[src/rtl/bpm_step_gen_if.sv]
`default_nettype none
// +----------------------------------------------------------------------------+
// | bpm_step_gen_if : control and step/channel outputs of the tempo generator  |
// | Rev 1.0                                                                     |
// +----------------------------------------------------------------------------+
interface bpm_step_gen_if #(
    parameter int BPM_W  = 8,
    parameter int NUM_CH = 4,
    parameter int STEP_W = 3
);
    logic                  go;
    logic [BPM_W-1:0]      bpm;
    logic [2*NUM_CH-1:0]   mode;
    logic                  running;
    logic                  tick;
    logic                  beat;
    logic                  bar;
    logic [STEP_W-1:0]     step;
    logic [NUM_CH-1:0]     ch_pulse;
    logic [NUM_CH-1:0]     ch_led;

    modport master (
        output go, bpm, mode,
        input  running, tick, beat, bar, step, ch_pulse, ch_led
    );

    modport slave (
        input  go, bpm, mode,
        output running, tick, beat, bar, step, ch_pulse, ch_led
    );
endinterface
`default_nettype wire

[src/rtl/bpm_step_gen.sv]
`default_nettype none
// +----------------------------------------------------------------------------+
// | bpm_step_gen : phase-accumulator tempo/step generator with per-channel     |
// |                rhythm triggers and LED pulse stretchers                    |
// | Rev 1.0                                                                     |
// +----------------------------------------------------------------------------+
module bpm_step_gen #(
    parameter int CLK_HZ        = 50000000,
    parameter int BPM_W         = 8,
    parameter int SUBDIV        = 2,
    parameter int BEATS_PER_BAR = 4,
    parameter int NUM_CH        = 4,
    parameter int PULSE_CYC     = 5000000,
    parameter int ACC_W         = 32
) (
    input  logic              clk,
    input  logic              reset,
    bpm_step_gen_if.slave     bus
);

    localparam int                   STEPS    = SUBDIV * BEATS_PER_BAR;
    localparam int                   STEP_W   = (STEPS > 1) ? $clog2(STEPS) : 1;
    localparam longint unsigned      LIMIT_L  = 64'(CLK_HZ) * 64'd60;
    localparam logic [ACC_W-1:0]     LIMIT    = ACC_W'(LIMIT_L);
    localparam logic [STEP_W-1:0]    LAST     = STEP_W'(STEPS - 1);
    localparam logic [31:0]          SUB_U    = 32'(SUBDIV);
    localparam logic [31:0]          HALF_U   = 32'(SUBDIV / 2);
    localparam int                   CNT_W    = (PULSE_CYC > 1) ? $clog2(PULSE_CYC) : 1;
    localparam logic [CNT_W-1:0]     CNT_LOAD = CNT_W'(PULSE_CYC - 1);

    typedef enum logic [0:0] {
        IDLE = 1'b0,
        RUN  = 1'b1
    } state_t;

    state_t              state, state_nx;
    logic [ACC_W-1:0]    acc, acc_nx, inc, sum;
    logic [BPM_W-1:0]    bpm_q, bpm_q_nx;
    logic [STEP_W-1:0]   step, step_nx;
    logic                running, running_nx;
    logic                tick, tick_nx;
    logic                beat, beat_nx;
    logic                bar, bar_nx;
    logic                fire;
    logic                clear;
    logic [31:0]         step_mod, step_mod_half;
    logic [NUM_CH-1:0]   ch_pulse, ch_led;

    always_comb begin
        state_nx      = state;
        acc_nx        = acc;
        bpm_q_nx      = bpm_q;
        step_nx       = step;
        running_nx    = running;
        tick_nx       = 1'b0;
        beat_nx       = 1'b0;
        bar_nx        = 1'b0;
        fire          = 1'b0;
        clear         = 1'b0;
        inc           = ACC_W'(bpm_q) * ACC_W'(SUBDIV);
        sum           = acc + inc;

        case (state)
            IDLE: begin
                bpm_q_nx = bus.bpm;
                acc_nx   = '0;
                if (bus.go && (bus.bpm != '0)) begin
                    state_nx   = RUN;
                    running_nx = 1'b1;
                    step_nx    = '0;
                    fire       = 1'b1;
                end
            end
            RUN: begin
                if (!bus.go) begin
                    state_nx   = IDLE;
                    running_nx = 1'b0;
                    acc_nx     = '0;
                    step_nx    = '0;
                    clear      = 1'b1;
                end else if (sum >= LIMIT) begin
                    acc_nx  = sum - LIMIT;
                    step_nx = (step == LAST) ? '0 : step + STEP_W'(1);
                    fire    = 1'b1;
                    // Tempo is only picked up on beat boundaries so a beat is never split
                    if ((32'(step_nx) % SUB_U) == 32'd0) begin
                        bpm_q_nx = bus.bpm;
                    end
                end else begin
                    acc_nx = sum;
                end
            end
            default: state_nx = IDLE;
        endcase

        step_mod      = 32'(step_nx) % SUB_U;
        step_mod_half = 32'(step_nx) % HALF_U;
        if (fire) begin
            tick_nx = 1'b1;
            beat_nx = (step_mod == 32'd0);
            bar_nx  = (step_nx == '0);
        end
    end

    always_ff @(posedge clk or negedge reset) begin
        if (!reset) begin
            state   <= IDLE;
            acc     <= '0;
            bpm_q   <= '0;
            step    <= '0;
            running <= 1'b0;
            tick    <= 1'b0;
            beat    <= 1'b0;
            bar     <= 1'b0;
        end else begin
            state   <= state_nx;
            acc     <= acc_nx;
            bpm_q   <= bpm_q_nx;
            step    <= step_nx;
            running <= running_nx;
            tick    <= tick_nx;
            beat    <= beat_nx;
            bar     <= bar_nx;
        end
    end

    for (genvar i = 0; i < NUM_CH; i++) begin : g_ch
        logic [CNT_W-1:0] cnt;
        logic             hit;
        logic             trig;
        logic             pulse_r;
        logic             led_r;

        always_comb begin
            hit = 1'b0;
            case (bus.mode[2*i +: 2])
                2'b01:   hit = (step_mod == 32'd0);
                2'b10:   hit = (step_mod_half == 32'd0);
                2'b11:   hit = (step_mod == HALF_U);
                default: hit = 1'b0;
            endcase
            trig = fire & hit;
        end

        always_ff @(posedge clk or negedge reset) begin
            if (!reset) begin
                cnt     <= '0;
                pulse_r <= 1'b0;
                led_r   <= 1'b0;
            end else if (clear) begin
                cnt     <= '0;
                pulse_r <= 1'b0;
                led_r   <= 1'b0;
            end else begin
                pulse_r <= trig;
                if (trig) begin
                    cnt   <= CNT_LOAD;
                    led_r <= 1'b1;
                end else if (cnt != '0) begin
                    cnt <= cnt - CNT_W'(1);
                end else begin
                    led_r <= 1'b0;
                end
            end
        end

        assign ch_pulse[i] = pulse_r;
        assign ch_led[i]   = led_r;
    end

    assign bus.running  = running;
    assign bus.tick     = tick;
    assign bus.beat     = beat;
    assign bus.bar      = bar;
    assign bus.step     = step;
    assign bus.ch_pulse = ch_pulse;
    assign bus.ch_led   = ch_led;

endmodule
`default_nettype wire
[src/flat_wrapper.sv]
// flat-port wrapper written by rule: the top's interface ports become plain ports
module bpm_step_gen_flat 
#(
    parameter int CLK_HZ        = 50000000,
    parameter int BPM_W         = 8,
    parameter int SUBDIV        = 2,
    parameter int BEATS_PER_BAR = 4,
    parameter int NUM_CH        = 4,
    parameter int PULSE_CYC     = 5000000,
    parameter int ACC_W         = 32
)
  (clk, reset, bus_go, bus_bpm, bus_mode, bus_running, bus_tick, bus_beat, bus_bar, bus_step, bus_ch_pulse, bus_ch_led);
  bpm_step_gen_if #(.BPM_W(BPM_W), .NUM_CH(NUM_CH)) bus_i ();
  input  logic clk;
  input  logic reset;
  input wire logic [$bits(bus_i.go)-1:0] bus_go;
  input wire logic [$bits(bus_i.bpm)-1:0] bus_bpm;
  input wire logic [$bits(bus_i.mode)-1:0] bus_mode;
  output wire logic [$bits(bus_i.running)-1:0] bus_running;
  output wire logic [$bits(bus_i.tick)-1:0] bus_tick;
  output wire logic [$bits(bus_i.beat)-1:0] bus_beat;
  output wire logic [$bits(bus_i.bar)-1:0] bus_bar;
  output wire logic [$bits(bus_i.step)-1:0] bus_step;
  output wire logic [$bits(bus_i.ch_pulse)-1:0] bus_ch_pulse;
  output wire logic [$bits(bus_i.ch_led)-1:0] bus_ch_led;
  assign bus_i.go = bus_go;
  assign bus_i.bpm = bus_bpm;
  assign bus_i.mode = bus_mode;
  assign bus_running = bus_i.running;
  assign bus_tick = bus_i.tick;
  assign bus_beat = bus_i.beat;
  assign bus_bar = bus_i.bar;
  assign bus_step = bus_i.step;
  assign bus_ch_pulse = bus_i.ch_pulse;
  assign bus_ch_led = bus_i.ch_led;
  bpm_step_gen #(.CLK_HZ(CLK_HZ), .BPM_W(BPM_W), .SUBDIV(SUBDIV), .BEATS_PER_BAR(BEATS_PER_BAR), .NUM_CH(NUM_CH), .PULSE_CYC(PULSE_CYC), .ACC_W(ACC_W)) u_core (.clk(clk), .reset(reset), .bus(bus_i));
endmodule
[config.mk]
export PLATFORM = sky130hd
export DESIGN_NAME = bpm_step_gen_flat
export DESIGN_NICKNAME = d
export VERILOG_FILES = /design/src/rtl/bpm_step_gen_if.sv /design/src/rtl/bpm_step_gen.sv /design/src/flat_wrapper.sv
export SDC_FILE = /design/constraint.sdc
export NUM_CORES = 1
export LEC_CHECK = 0
export CAP_MARGIN = 20
export CELL_PAD_IN_SITES_DETAIL_PLACEMENT = 0
export CELL_PAD_IN_SITES_GLOBAL_PLACEMENT = 2
export CORE_UTILIZATION = 40
export CTS_CLUSTER_DIAMETER = 30
export DETAILED_ROUTE_END_ITERATION = 6
export GPL_TIMING_DRIVEN = 0
export PLACE_DENSITY = 0.88
export SLEW_MARGIN = 10
export SYNTH_ARGS = -nofsm -noshare
export SYNTH_HDL_FRONTEND = slang
export SYNTH_SLANG_ARGS = --single-unit
[constraint.sdc]
create_clock -name clk -period 7 [get_ports clk]
set_clock_uncertainty 0.15 [all_clocks]
set_input_delay 1.75 -clock clk [delete_from_list [all_inputs] [get_ports clk]]
set_output_delay 1.75 -clock clk [all_outputs]
set_load 0.005 [all_outputs]
Yosys cells after proc, flatten, opt, wreduce, memory -nomap -nowiden

Cells that the tools add are included.

Flip-flop bits (word level): 148
Bits of input ports: 19
Output and inout bits: 15
Logic and storage cells: 128

$add $sub $neg: 7
Order comparisons: 1
Equal/unequal tests: 22
Mux-type cells: 58
Bitwise logic cells: 5
Reduce and logical (&&, ||, !) cells: 15

Operators with widths:

| cell                     | count |
|---|---|
| $mux W23                 | 12 |
| $reduce_bool A23 Y1      | 4 |
| $sub A23 B1 Y23 const B  | 4 |
| $logic_not A32 Y1        | 2 |
| $mux W32                 | 2 |
| $pmux W32 S2             | 1 |
| $add A32 B9 Y32          | 1 |
| $ge A32 B32 Y1 const B   | 1 |
| $sub A32 B32 Y32 const B | 1 |
| $mux W1                  | 27 |
| $mux W8                  | 3 |
| $eq A2 B2 Y1 const B     | 8 |
| $pmux W8 S2              | 1 |
| $mux W3                  | 4 |
| $ne A3 B1 Y1 const B     | 4 |
| $pmux W1 S3              | 4 |
| $reduce_bool A3 Y1       | 4 |
| $eq A2 B1 Y1 const B     | 4 |
| $ne A2 B2 Y1 const B     | 4 |
| $reduce_bool A8 Y1       | 1 |
| $pmux W1 S2              | 3 |
| $pmux W3 S2              | 1 |
| $and A1 B1 Y1            | 4 |
| $add A3 B1 Y3 const B    | 1 |
| other kinds (7)          | 7 |

Longest topological paths before layout

Depth after elaboration: 10
Gate-level depth with buffers: 17
Mapped depth without buffers: 15

Least setup slack after synthesis

No wires, ideal clock.

Path kind: flip-flop to flip-flop
From: register u_core.bpm_q[0]
To: register u_core.bpm_q[1]
Setup time: 0.125 ns
Arrival time: 3.490 ns
Data required time: 6.725 ns
Setup slack: 3.236 ns
Stages on the path, launching flop included: 17
Buffers on the path: 3
Period minus slack after synthesis: 3.764 ns
Cells stage by stage: dfrtp_1 > ha_1 > fa_1 > a211oi_2 > o211ai_2 > nand2_1 > buf_4 > nor3_1 > xnor2_1 > nand3_1 > o31ai_4 > buf_6 > and2_1 > buf_2 > nor2_1 > nor2_4 > mux2_2

Word-level cells in the longest chain between the ends: 4

RTL lines:

| element                            | RTL line            | source |
|---|---|---|
| from (decl)                        | bpm_step_gen.sv:38  | `logic [BPM_W-1:0] bpm_q, bpm_q_nx;` |
| from (signal assigned)             | bpm_step_gen.sv:118 | `bpm_q <= bpm_q_nx;` |
| $add A32 B9 Y32                    | bpm_step_gen.sv:61  | `sum = acc + inc;` |
| $ge A32 B32 Y1                     | bpm_step_gen.sv:81  | `end else if (sum >= LIMIT) begin` |
| $ne A2 B2 Y1 (no source line)      | -                   |  |
| $reduce_and A3 Y1 (no source line) | -                   |  |

Every way passes these cells.
A chain may end at the register's enable or synchronous reset.

Final worst setup path

From: register u_core.bpm_q[0]
To: register u_core.bpm_q[6]

Same word-level chain as after synthesis.

==> results.txt <==
- Outcome: completed
- After clock tree synthesis, the repair step resized 0 gates.
* Wire per inst: 15.7 um
- Area enclosed by the die boundary: 21,700 sq um
- Setup violations remaining at the end of the flow were counted as 0.
* Overall Global Routing Usage: 18.6%
- Timing would allow up to 218 MHz.
* Gp weighted congestion: 0.776
- After synthesis, the largest area contributor takes up 43.6% of total cell area.
* Data required, critical path: 7.14 ns
- Total DRC errors in the routed layout: 0
- Hold path depth: 2
* Number of vias per cell: 5.26
- The clock passes through at most 2 buffers.
* Core region area: 20,400 sq um
* Instance area after placement: 9140 sq um
- The final number of max-transition violations is 0.
- Ys Warns: 0
- IR Drop Worst-Case VDD: 0.000159 V
* ANT cells: 0
- The worst setup path is launched from a flip-flop.
- Post-synthesis area per instance: 9.89 sq um
- Antenna violations before repair: 0
* Syn Inst Count: 853
* Hold Path Origin: u_core.g_ch[3].cnt[22]
- The floorplan step set the die height to 147 um.
* Die width: 147 um
- Layout Area Growth over Synthesis: 15.2%
- Input and output buffers added on the ports amount to 33.
- Power per unit of standard cell area: 297 nW/um^2
- Number of cell rows: 52
- Critical Path Fanout Max: 10
* Layout Cell Area excl Fill: 9720 sq um
* Worst setup slack for register-to-register paths: 2.41 ns
* Commonest cells in the synthesized netlist: dfrtp_1, nor2_1, xnor2_1, nand2_1, o21ai_1
- CTS tree: yes
- Async set-reset flop share out of synthesis: 100%
- The number of cells on the worst reg-to-reg path is 16.
- Max Cap Violations: 0
- Number of top-level design ports: 34
- Residual overflow from global routing: 0
* Time the worst path needs with I/O delays and setup: 4.59 ns
- Counting flops and latches in the post-synthesis netlist gives 147.
- Wire length of the first global-routing pass: 31.9 mm
* Clock Root Buffer: clkbuf_16
- The setup path with the least slack is of type reg -> reg.
* Capturing element type of the critical path: flip-flop
- The post-route netlist has 15.8% of its cells at a drive strength greater than 1.
- Ranked by total cell area, the synthesized netlist is headed by dfrtp_1, xnor2_1, nor3_2.
- Once the floorplan was initialized, standard cells occupied 41.3% of the core.
- Total Wirelength: 18.6 mm
- For this design the static power due to leakage is 4.08 nW.
- Post-CTS Repair Setup Buffers: 0
* Count leader, synth: dfrtp_1
* Total Nets Final: 941
* # H-tree levels: 4
- Pin count of the biggest net entering global routing: 97
* Setup WS pre-CTS: 2.28 ns
- The endpoint identified for the worst register-to-register timing path is u_core.bpm_q[6].
- The HPWL after detailed placement is 13.2 mm.
- Clock insertion delay at the later pin of the skew report: 0.42 ns
- Final period util: 65.5%
- Vias in the first global route: 6,348
- Mapped cell area: 8440 sq um
- Worst Slack Setup Final: 2.41 ns
- Pin slew with the least headroom to its limit: 0.856 ns
- Hold WC Path Type: reg -> reg
- The number of nets in the synthesized netlist is 888.
* Relative slew slack: 42.3%
* Library cells used by synthesis: 74
* Arrival time at the worst endpoint: 4.73 ns
- Setup repair after global routing left no endpoint under its margin.
* Number of endpoints with negative hold slack in the final report: 0
* Number of enable-type register cells in the synthesized netlist: 0
* Sink count of the clock tree: 147
- Number of nets with antenna violations after detailed routing: 0
* Via Count: 6,260
- Total negative setup slack: 0 ns
* Leading register cell type out of synthesis: dfrtp_1
- The first routing iteration left 371 violations.
- Cts-stage hold buffer count: 0
- Clock-pin slew was measured on the worst setup and hold paths at 0.06 ns.
- Worst Hold End: u_core.g_ch[3].cnt[22]
* Crit Reg-Reg Startpoint: u_core.bpm_q[0]
* Number of buffers created by CTS: 17
- The first detailed-routing pass took 5 iterations.
* Top cell type by total area after synthesis: dfrtp_1
- Part of the Yosys area used for sequential elements: 43.6%
[how the worst max path moves through the flow]
stage                          startpoint                     end  slack [ns]  depth (start not counted)
after floorplan           u_core.bpm_q[0]         u_core.bpm_q[1]        3.24                         16
after global placement              reset  u_core.g_ch[3].cnt[10]       -2.23                          1
after detailed placement           bus_go  u_core.g_ch[3].cnt[14]        2.28                         10
after CTS                 u_core.bpm_q[0]         u_core.bpm_q[6]        2.38                         16
after global routing      u_core.bpm_q[0]         u_core.bpm_q[0]        2.15                         16
final                     u_core.bpm_q[0]         u_core.bpm_q[6]        2.41                         16
[placed cells by master, fill, tap and decap left out, drive strengths merged, types with 5 or more instances in the layout]
master,count
or2,8
nand3,20
nand4,11
mux2,9
o21ai,62
and2,5
or3,13
xor2,37
o22ai,5
o211ai,6
nor3,65
buf,28
xnor2,75
nor4,25
clkbuf,29
nor2b,5
and4,9
dfrtp,147
and3,12
a21oi,27
ha,15
nor2,87
inv,37
nand2,57
clkdlybuf4s50,32
or4,9
nand2b,7
a211oi,15
[critical path, stage by stage (launching register included)]
cell	delay [ns]
dfrtp_1	0.40
ha_1	0.26
fa_1	0.45
a211oi_2	0.28
o211ai_2	0.22
nand2_1	0.19
buf_4	0.21
nor3_1	0.07
xnor2_1	0.39
nand3_1	0.22
o31ai_4	0.38
buf_6	0.20
and2_1	0.12
buf_2	0.15
nor2_1	0.09
nor2_4	0.29
mux2_2	0.38
[stage by stage]
stage | utilization (%) | std cells | hold WS, ns | power [mW]
after floorplan | - | 853 | 0.309 | 1.80
after global placement | 44.6 | 1156 | 0.322 | 1.98
after detailed placement | 44.7 | 1157 | 0.328 | 1.99
after CTS | 47.6 | 1189 | 0.345 | 2.92
after global routing | 47.6 | 1189 | 0.362 | 3.09
final | 47.6 | 1189 | 0.339 | 2.88
[sequential cells by signal, summed over array words and instances, names as in the netlist]
| register | count |
|---|---|
| u_core.g_ch.cnt | 92 |
| u_core.bus.step | 3 |
| u_core.acc | 31 |
| u_core.bus.running | 1 |
| u_core.state | 1 |
| u_core.bus.tick | 1 |
| u_core.g_ch.led_r | 4 |
| u_core.bpm_q | 8 |
| u_core.bus.beat | 1 |
| u_core.g_ch.pulse_r | 4 |
| u_core.bus.bar | 1 |
[kinds of logic after synthesis]
kind of cell | share of synthesized area (%)
compound gates | 13.7
mux | 1.44
xor+xnor | 11.6
simple gates | 23.2
fa+ha+maj | 2.46
buf+inv | 4.02
flops | 43.6
[power by group]
part	switching (mW)	leakage, nW	internal (mW)
clock	0.394	0.280	0.510
sequential	0.173	1.94	1.04
combinational	0.414	1.86	0.357
total	0.981	4.08	1.90
[area by class of cell]
type	count	area, sq um
clock buffers	18	439
inverters	31	116
plain buffers	37	223
multi-input cells	638	4420
repair buffers	34	363
fillers	1965	10700
flip-flops and latches	147	3680
clock inverters	14	145
well taps	270	338
[per-layer routing]
metal  track usage, %  wire (um)  up-vias
li1                 -          -     3134
met1             26.4       9460     3050
met2             28.7       8500       67
met3             3.54        442        9
met4             5.72        222        0
met5                0          0        -
Power figures use the tool's default switching activity.
